<file path="config.mk">
export PLATFORM = sky130hd
export DESIGN_NAME = image_stream_src
export DESIGN_NICKNAME = d
export VERILOG_FILES = /design/src/rtl/image_stream_src.sv
export SDC_FILE = /design/constraint.sdc
export NUM_CORES = 1
export LEC_CHECK = 0
export BUFFER_PORTS_ARGS = -buffer_cell sky130_fd_sc_hd__clkbuf_2
export CAP_MARGIN = 20
export CORE_ASPECT_RATIO = 1.4
export CORE_MARGIN = 8
export CORE_UTILIZATION = 35
export DETAILED_ROUTE_END_ITERATION = 7
export HOLD_SLACK_MARGIN = 0.03
export PLACE_DENSITY = 0.59
export SETUP_SLACK_MARGIN = 0.15
export SYNTH_ARGS = -nofsm -noshare
export SYNTH_HDL_FRONTEND = slang
export SYNTH_SLANG_ARGS = --single-unit
</file>
<file path="constraint.sdc">
create_clock -name HCLK -period 10.5 [get_ports HCLK]
set_clock_uncertainty 0.05 [all_clocks]
set_input_delay 2.1 -clock HCLK [delete_from_list [all_inputs] [get_ports HCLK]]
set_output_delay 2.1 -clock HCLK [all_outputs]
set_load 0.01 [all_outputs]
</file>
<file path="src/rtl/image_stream_src.sv">
// image_stream_src: frame-RAM pixel reader with a per-frame point op,
// emitting a framed ready/valid stream through a 2-entry FIFO.
// Ports: HCLK/HRESETn; start/mode/value/threshold control;
// mem_rd/mem_addr/mem_rdata RAM side; out_valid/out_ready/out_data
// with sof/eol/eof; VSYNC/HSYNC/busy/ctrl_done status.
module image_stream_src #(
  parameter int WIDTH          = 100,
  parameter int HEIGHT         = 100,
  parameter int PPC            = 2,
  parameter int START_UP_DELAY = 100,
  parameter int HSYNC_DELAY    = 160,
  parameter int FLIP_V         = 1,
  parameter int ADDR_W         = 16
) (
  input  logic                HCLK,
  input  logic                HRESETn,
  input  logic                start,
  input  logic [2:0]          mode,
  input  logic [7:0]          value,
  input  logic [7:0]          threshold,
  output logic                mem_rd,
  output logic [ADDR_W-1:0]   mem_addr,
  input  logic [24*PPC-1:0]   mem_rdata,
  output logic                out_valid,
  input  logic                out_ready,
  output logic [24*PPC-1:0]   out_data,
  output logic                sof,
  output logic                eol,
  output logic                eof,
  output logic                VSYNC,
  output logic                HSYNC,
  output logic                busy,
  output logic                ctrl_done
);

  localparam int N    = WIDTH / PPC;
  localparam int DW   = 24 * PPC;
  localparam int FW   = DW + 3;
  localparam int CMAX = (START_UP_DELAY > HSYNC_DELAY) ?
                        START_UP_DELAY : HSYNC_DELAY;
  localparam int CW   = $clog2(CMAX + 1);
  localparam int XW   = $clog2(N + 1);
  localparam int YW   = $clog2(HEIGHT + 1);

  typedef enum logic [2:0] {
    S_IDLE, S_VSYNC, S_HBLANK, S_DATA, S_LEND, S_DONE
  } state_t;

  state_t        state_q, state_d;
  logic [CW-1:0] cnt_q, cnt_d;
  logic [XW-1:0] x_q, x_d;
  logic [YW-1:0] y_q, y_d;
  logic [2:0]    mode_q, mode_d;
  logic [7:0]    val_q, val_d;
  logic [7:0]    thr_q, thr_d;

  logic          rd_q;
  logic [2:0]    tag_q;
  logic [FW-1:0] fifo_q [2];
  logic          wp_q, rp_q;
  logic [1:0]    fcnt_q;

  logic          pop, push;
  logic [FW-1:0] head;
  logic [DW-1:0] proc;
  logic [2:0]    tag;
  logic [YW-1:0] row;
  logic [ADDR_W-1:0] addr;

  function automatic logic [23:0] pix_op(
    input logic [23:0] p,
    input logic [2:0]  m,
    input logic [7:0]  v,
    input logic [7:0]  t
  );
    logic [23:0] o;
    logic [9:0]  s;
    logic [8:0]  a;
    logic [7:0]  c;
    logic [7:0]  g;
    s = {2'b0, p[23:16]} + {2'b0, p[15:8]} + {2'b0, p[7:0]};
    g = 8'(s / 10'd3);
    o = p;
    for (int k = 0; k < 3; k++) begin
      c = p[8*k +: 8];
      a = {1'b0, c} + {1'b0, v};
      unique case (1'b1)
        m == 3'd1: o[8*k +: 8] = a[8] ? 8'hFF : a[7:0];
        m == 3'd2: o[8*k +: 8] = (c > v) ? c - v : 8'h00;
        m == 3'd3: o[8*k +: 8] = 8'hFF - g;
        m == 3'd4: o[8*k +: 8] = (g > t) ? 8'hFF : 8'h00;
        default:   o[8*k +: 8] = c;
      endcase
    end
    return o;
  endfunction

  assign head      = fifo_q[rp_q];
  assign out_valid = (fcnt_q != 2'd0);
  assign pop       = out_valid & out_ready;
  assign push      = rd_q;
  assign out_data  = out_valid ? head[DW-1:0] : '0;
  assign sof       = out_valid & head[DW+2];
  assign eol       = out_valid & head[DW+1];
  assign eof       = out_valid & head[DW];
  assign HSYNC     = out_valid;
  assign VSYNC     = (state_q == S_VSYNC);
  assign busy      = (state_q != S_IDLE);
  assign ctrl_done = (state_q == S_DONE);

  // Slot accounting covers both queued beats and the read still in the RAM.
  assign mem_rd = (state_q == S_DATA) &&
                  ((({1'b0, fcnt_q} + {2'b0, rd_q}) < 3'd2) || pop);

  assign row  = (FLIP_V != 0) ? YW'(HEIGHT - 1) - y_q : y_q;
  assign addr = ADDR_W'(row) * ADDR_W'(N) + ADDR_W'(x_q);
  assign mem_addr = mem_rd ? addr : '0;

  assign tag = {(x_q == '0) && (y_q == '0),
                x_q == XW'(N - 1),
                (x_q == XW'(N - 1)) && (y_q == YW'(HEIGHT - 1))};

  always_comb begin
    proc = '0;
    for (int k = 0; k < PPC; k++)
      proc[24*k +: 24] = pix_op(mem_rdata[24*k +: 24],
                                mode_q, val_q, thr_q);
  end

  always_comb begin
    state_d = state_q;
    cnt_d   = cnt_q;
    x_d     = x_q;
    y_d     = y_q;
    mode_d  = mode_q;
    val_d   = val_q;
    thr_d   = thr_q;
    unique case (state_q)
      S_IDLE: if (start) begin
        state_d = S_VSYNC;
        cnt_d   = '0;
        mode_d  = mode;
        val_d   = value;
        thr_d   = threshold;
      end
      S_VSYNC: if (cnt_q == CW'(START_UP_DELAY - 1)) begin
        state_d = S_HBLANK;
        cnt_d   = '0;
      end else cnt_d = cnt_q + CW'(1);
      S_HBLANK: if (cnt_q == CW'(HSYNC_DELAY - 1)) begin
        state_d = S_DATA;
        cnt_d   = '0;
      end else cnt_d = cnt_q + CW'(1);
      S_DATA: if (mem_rd) begin
        if (x_q == XW'(N - 1)) begin
          x_d     = '0;
          state_d = S_LEND;
        end else x_d = x_q + XW'(1);
      end
      S_LEND: if (fcnt_q == 2'd0 && !rd_q) begin
        if (y_q == YW'(HEIGHT - 1)) begin
          y_d     = '0;
          state_d = S_DONE;
        end else begin
          y_d     = y_q + YW'(1);
          state_d = S_HBLANK;
        end
      end
      S_DONE:  state_d = S_IDLE;
      default: state_d = S_IDLE;
    endcase
  end

  always_ff @(posedge HCLK or negedge HRESETn) begin
    if (!HRESETn) begin
      state_q <= S_IDLE;
      cnt_q   <= '0;
      x_q     <= '0;
      y_q     <= '0;
      mode_q  <= '0;
      val_q   <= '0;
      thr_q   <= '0;
      rd_q    <= 1'b0;
      tag_q   <= '0;
      wp_q    <= 1'b0;
      rp_q    <= 1'b0;
      fcnt_q  <= '0;
      for (int i = 0; i < 2; i++) fifo_q[i] <= '0;
    end else begin
      state_q <= state_d;
      cnt_q   <= cnt_d;
      x_q     <= x_d;
      y_q     <= y_d;
      mode_q  <= mode_d;
      val_q   <= val_d;
      thr_q   <= thr_d;
      rd_q    <= mem_rd;
      tag_q   <= tag;
      if (push) fifo_q[wp_q] <= {tag_q, proc};
      wp_q   <= wp_q ^ push;
      rp_q   <= rp_q ^ pop;
      fcnt_q <= fcnt_q + {1'b0, push} - {1'b0, pop};
    end
  end

endmodule

</file>
Word level (Yosys, flattened, before mapping) --
Index checks and enable logic that the tools add are counted.
Word-level totals: bits in registers 153, input bits 71, output and inout port bits 73, logic and storage cells 143
Cells by class: $add $sub $neg 26, multipliers 1, div/mod/pow operators 2, order comparisons 12, eq/ne operators 19, multiplexer cells 42, bitwise gates (word level) 8, reductions and logical operators 19
Operators with widths (count):
- $mux W51 | 4
- $pmux W8 S4 | 6
- $mux W8 | 17
- $bwmux W102 | 1
- $add A8 B8 Y9 | 8
- $gt A8 B8 Y1 | 8
- $demux W51 S1 | 1
- $mux W48 | 1
- $sub A8 B8 Y8 | 6
- $pmux W8 S3 | 1
- $mux W3 | 7
- $add A9 B8 Y10 | 2
- $div A10 B2 Y10 const B | 2
- $sub A8 B8 Y8 const A | 2
- $pmux W3 S5 | 1
- $add A13 B6 Y14 | 1
- $mux W14 | 1
- $eq A3 B2 Y1 const B | 4
- $mul A7 B5 Y12 const B | 1
- $ne A2 B2 Y1 const B | 5
- $eq A3 B3 Y1 const B | 3
- $add A8 B1 Y8 const B | 1
- $eq A8 B7 Y1 const B | 1
- $eq A8 B8 Y1 const B | 1
- other kinds (29) | 44

Depth between registers and ports, before layout --
word-level depth 7, gate-level depth with buffers 39

Worst setup path after synthesis --
OpenSTA, ideal clock, no wires.
kind input-to-reg, from in mem_rdata[1], to reg fifo_q[15] in the netlist's numbering, setup time 138 ps, arrival time 8260 ps, required time 10312 ps, slack 2052 ps, stages 36, cells stage by stage inv_1 fa_1 inv_1 ha_1 inv_1 fa_1 nand2b_1 a211o_1 buf_2 a21o_1 nor2_1 nor2_1 o31ai_1 a22oi_2 buf_6 or2_1 o21ai_0 nor2_1 a31oi_1 ha_1 o21bai_1 nor4b_1 a211oi_1 a221o_1 a22oi_2 ha_1 nor2b_1 o21ai_0 nand2b_1 a21oi_1 o21ai_0 o2111ai_1 and2_1 o21ai_0 o32ai_1 mux2i_1
On the way: cells in the longest elaborated chain, start to end 6, elaborated cells between the ends (all ways) 7
Ends and longest elaborated chain:
- start: declaration | RTL line 23 | input logic [24*PPC-1:0] mem_rdata,
- $add A9 B8 Y10 * | RTL line 81 | s = {2'b0, p[23:16]} + {2'b0, p[15:8]} + {2'b0, p[7:0]};
- $div A10 B2 Y10 * | RTL line 82 | g = 8'(s / 10'd3);
- $gt A8 B8 Y1 | RTL line 91 | m == 3'd4: o[8*k +: 8] = (g > t) ? 8'hFF : 8'h00;
- $mux W8 | RTL line 91
- $pmux W8 S4 * | RTL line 87 | unique case (1'b1)
- $bwmux W102 * | RTL line 199 | if (push) fifo_q[wp_q] <= {tag_q, proc};
- end signal: indexed assignment | RTL line 199
- end: declaration | RTL line 59 | logic [FW-1:0] fifo_q [2];
Mark *: on every way between the ends. The rest lies on a longest branch, timed or not. A chain may end at the register's enable or synchronous reset.

Worst setup path in the final report --
from in mem_rdata[1], to reg fifo_q[55] in the netlist's numbering
On the way: cells in the longest elaborated chain, start to end 6, elaborated cells between the ends (all ways) 12
Ends and longest elaborated chain (RTL line):
- $add A9 B8 Y10 | 81
- $div A10 B2 Y10 | 82
- $gt A8 B8 Y1 | 91
- $mux W8 | 91
- $pmux W8 S4 * | 87
- $bwmux W102 * | 199
Marked as above.

==> results.toml <==
[run_status]
outcome = "completed"

[sta]
relSlewSlack_pct = 28.89
setup_ws_ns = 1.084
hold_violations = 0
timing.hold.ws_ns = 0.4473
worst_pin_slew_ns = 1.059
rsz0062_at_grt = "false"
min_period_ns = 9.416
setup_viol = 0
max_freq_mhz = 106.2
fin_setup_tns_ns = 0
period_share_pct = 89.68
drv_slew = 0

[clocking]
cts_resized = 0
clock_latency_ns = 0.45
htreeDepth = 4
clk_pin_slew_ns = 0.07
cts_buffer_depth = 2
cts_inserted_buffers = 17
clock-sinks = 153
hold_buffers = 0
post_cts_buffers = 0
cts_root_buf = "clkbuf_16"
cts_tree = "built"

[routing]
maxUsedRoutingLayer = "met4"
num_vias = 14404
wl_met3_mm = 2.509
drt_iter0_drc = 1069
viasPerCell = 5.766
first_pass_iters = 5
drt-met1-wl_mm = 22.07
routed_wl_mm = 52.20
drcViolationCount = 0
met2WireLength_mm = 25.17
wl_per_cell_um = 20.90
detail-route-antenna-nets = 0

[placed_design]
place_congestion = 0.9421
portBuffers = 141
dpl_cell_area_sq_um = 16710
dp_worst_setup_slack_ns = 0.7160
dp_hpwl_mm = 40.38

[min_path]
hold_path_class = "reg -> reg"

[floorplan]
fp.dieArea_sq_um = 51280
die_y_um = 264.8
io_pins = 144
start_util_pct = 35.29
dieWidth_um = 193.7
fp-row-count = 91
coreArea_sq_um = 43840

[final_layout]
area_growth_pct = 11.73
nNetsFinal = 2198
fin_area_sq_um = 17290
post_route_cells_drive_above_1_share_pct = 15.33

[logic_synthesis]
synth_edf_count = 0
synth_commonest_cells = "nor2_1 (209), a21oi_1 (172), ha_1 (169)"
yosysWarnings = 0
async_reset_ff_share_pct = 100.0
synth_flop_cell = "dfrtp_1"
synthCells = 1827
synth_top_area_share_pct = 24.75
synth_cell_type_count = 85
ys_ff_latch = 153
syn_area_sq_um = 15470
synth_area_leaders = "dfrtp_1 (25%), ha_1 (14%), a21oi_1 (5.6%), nor2_1 (5.1%), fa_1 (4.3%)"
yosysTopAreaCell = "dfrtp_1"
yosysMostFrequentCell = "nor2_1"
synth_area_per_cell_sq_um = 8.468
seq_area_frac_synth_pct = 24.75

[global_route]
grt_pass1_vias = 14271
grt_usage_pct = 19.71
overflow = 0
antenna_found_initial = 1
grt_max_degree = 80
grt_pass1_wl_mm = 80.43

[critical_path]
slowest_delay_ns = 0.66
required_ns = 10.75
startpoint_type = "input pin"
crit_type = "in -> reg"
worstSetupEndpointType = "flop"
cp_num_buf_inv = 4
cpMaxStageDelayCell = "a2111oi_0"
path_common_cell = "o21ai_0"
critPathTopFamily = "compound AO/OA/AOI/OAI gates"
cp_data_arrival_time_ns = 9.67
crit_fanout = 12

[power]
p_leak_uw = 0.007912
ir_worst_vdd_uv = 159.6
power.total_uw = 5976
power_density_nw_per_um2 = 345.7

[flow_run]
cap_violations = 0
## kinds of logic after synthesis
kind of cell	share of synthesized area, %
buffers and inverters	5.362
flip-flops	24.75
XOR/XNOR	3.380
adder cells (fa/ha/maj)	18.00
other	0.02424
AND/OR/NAND/NOR	14.61
multiplexers	8.346
AO/OA/AOI/OAI	25.52
## cells in the final DEF (no fill, tap or decap), types with 7 or more instances in the layout
cell type / Yosys / routed
nor2_1: 209 / 208
a21oi_1: 172 / 172
ha_1: 169 / 167
dfrtp_1: 153 / 152
clkbuf_2: 0 / 140
inv_1: 132 / 132
nand2_1: 106 / 106
o21ai_0: 95 / 95
mux2i_1: 66 / 66
mux2_2: 56 / 56
a21o_1: 41 / 41
o21bai_1: 41 / 41
nand3_1: 38 / 38
xnor2_1: 34 / 33
fa_1: 33 / 33
nand4_1: 25 / 25
nor2b_1: 24 / 24
o221ai_1: 24 / 24
o22ai_1: 24 / 24
nor3_1: 23 / 23
xor2_1: 22 / 21
a31oi_1: 20 / 20
o21a_1: 20 / 20
nand2b_1: 19 / 19
a221o_1: 19 / 19
clkbuf_16: 0 / 17
buf_4: 3 / 16
a211oi_1: 13 / 13
o211ai_1: 11 / 11
a31o_2: 11 / 11
o31ai_1: 10 / 10
a221oi_1: 10 / 10
and3_1: 9 / 9
a2111oi_0: 7 / 7
## flip-flops by register name, indices dropped and copies added, names as in the netlist
signal / count
cnt_q: 8
fcnt_q: 2
fifo_q: 102
mode_q: 3
push: 1
rp_q: 1
state_q: 3
tag_q: 3
thr_q: 8
val_q: 8
wp_q: 1
x_q: 6
y_q: 7
## where the power goes
group | total [uW] | internal [uW] | switching [uW]
clock network | 616 | 331 | 285
logic | 4260 | 1630 | 2630
registers | 1100 | 845 | 259
## path summary, 6_finish.rpt
| path | cells past startpoint | end | slack [ns] | from |
|---|---|---|---|---|
| setup / recovery | 34 | fifo_q[55] | 1.08 | mem_rdata[1] |
| hold / removal | 1 | fifo_q[50] | 0.45 | tag_q[2] |
| setup reg to reg | 14 | fifo_q[97] | 5.63 | val_q[2] |
| hold reg to reg | 1 | fifo_q[50] | 0.45 | tag_q[2] |
| max in group asynchronous | 2 | rp_q | 7.20 | HRESETn |
| min in group asynchronous | 1 | mode_q[1] | 1.62 | HRESETn |
## layer usage
| metal | global-route usage (%) | vias up |
|---|---|---|
| li1 | - | 6823 |
| met1 | 23.79 | 7009 |
| met2 | 33.78 | 461 |
| met3 | 2.995 | 111 |
| met4 | 9.962 | 0 |
| met5 | 0 | - |
## layout make-up
type,count,area [sq um]
flip-flops and latches,153,3830
fillers,4404,26550
clock inverters,14,137.6
clock buffers,18,429.2
diodes,2,5.005
well taps,558,698.2
repair buffers,157,832.0
multi-input cells,1463,10850
inverters,133,499.2
## stage by stage
step / cells / util, %
floorplan: 1828 / -
global placement: 2464 / 38.13
detailed placement: 2464 / 38.13
CTS: 2496 / 39.42
global route: 2497 / 39.43
finish: 2498 / 39.43
Note: power is estimated with default switching activity, not from simulation.
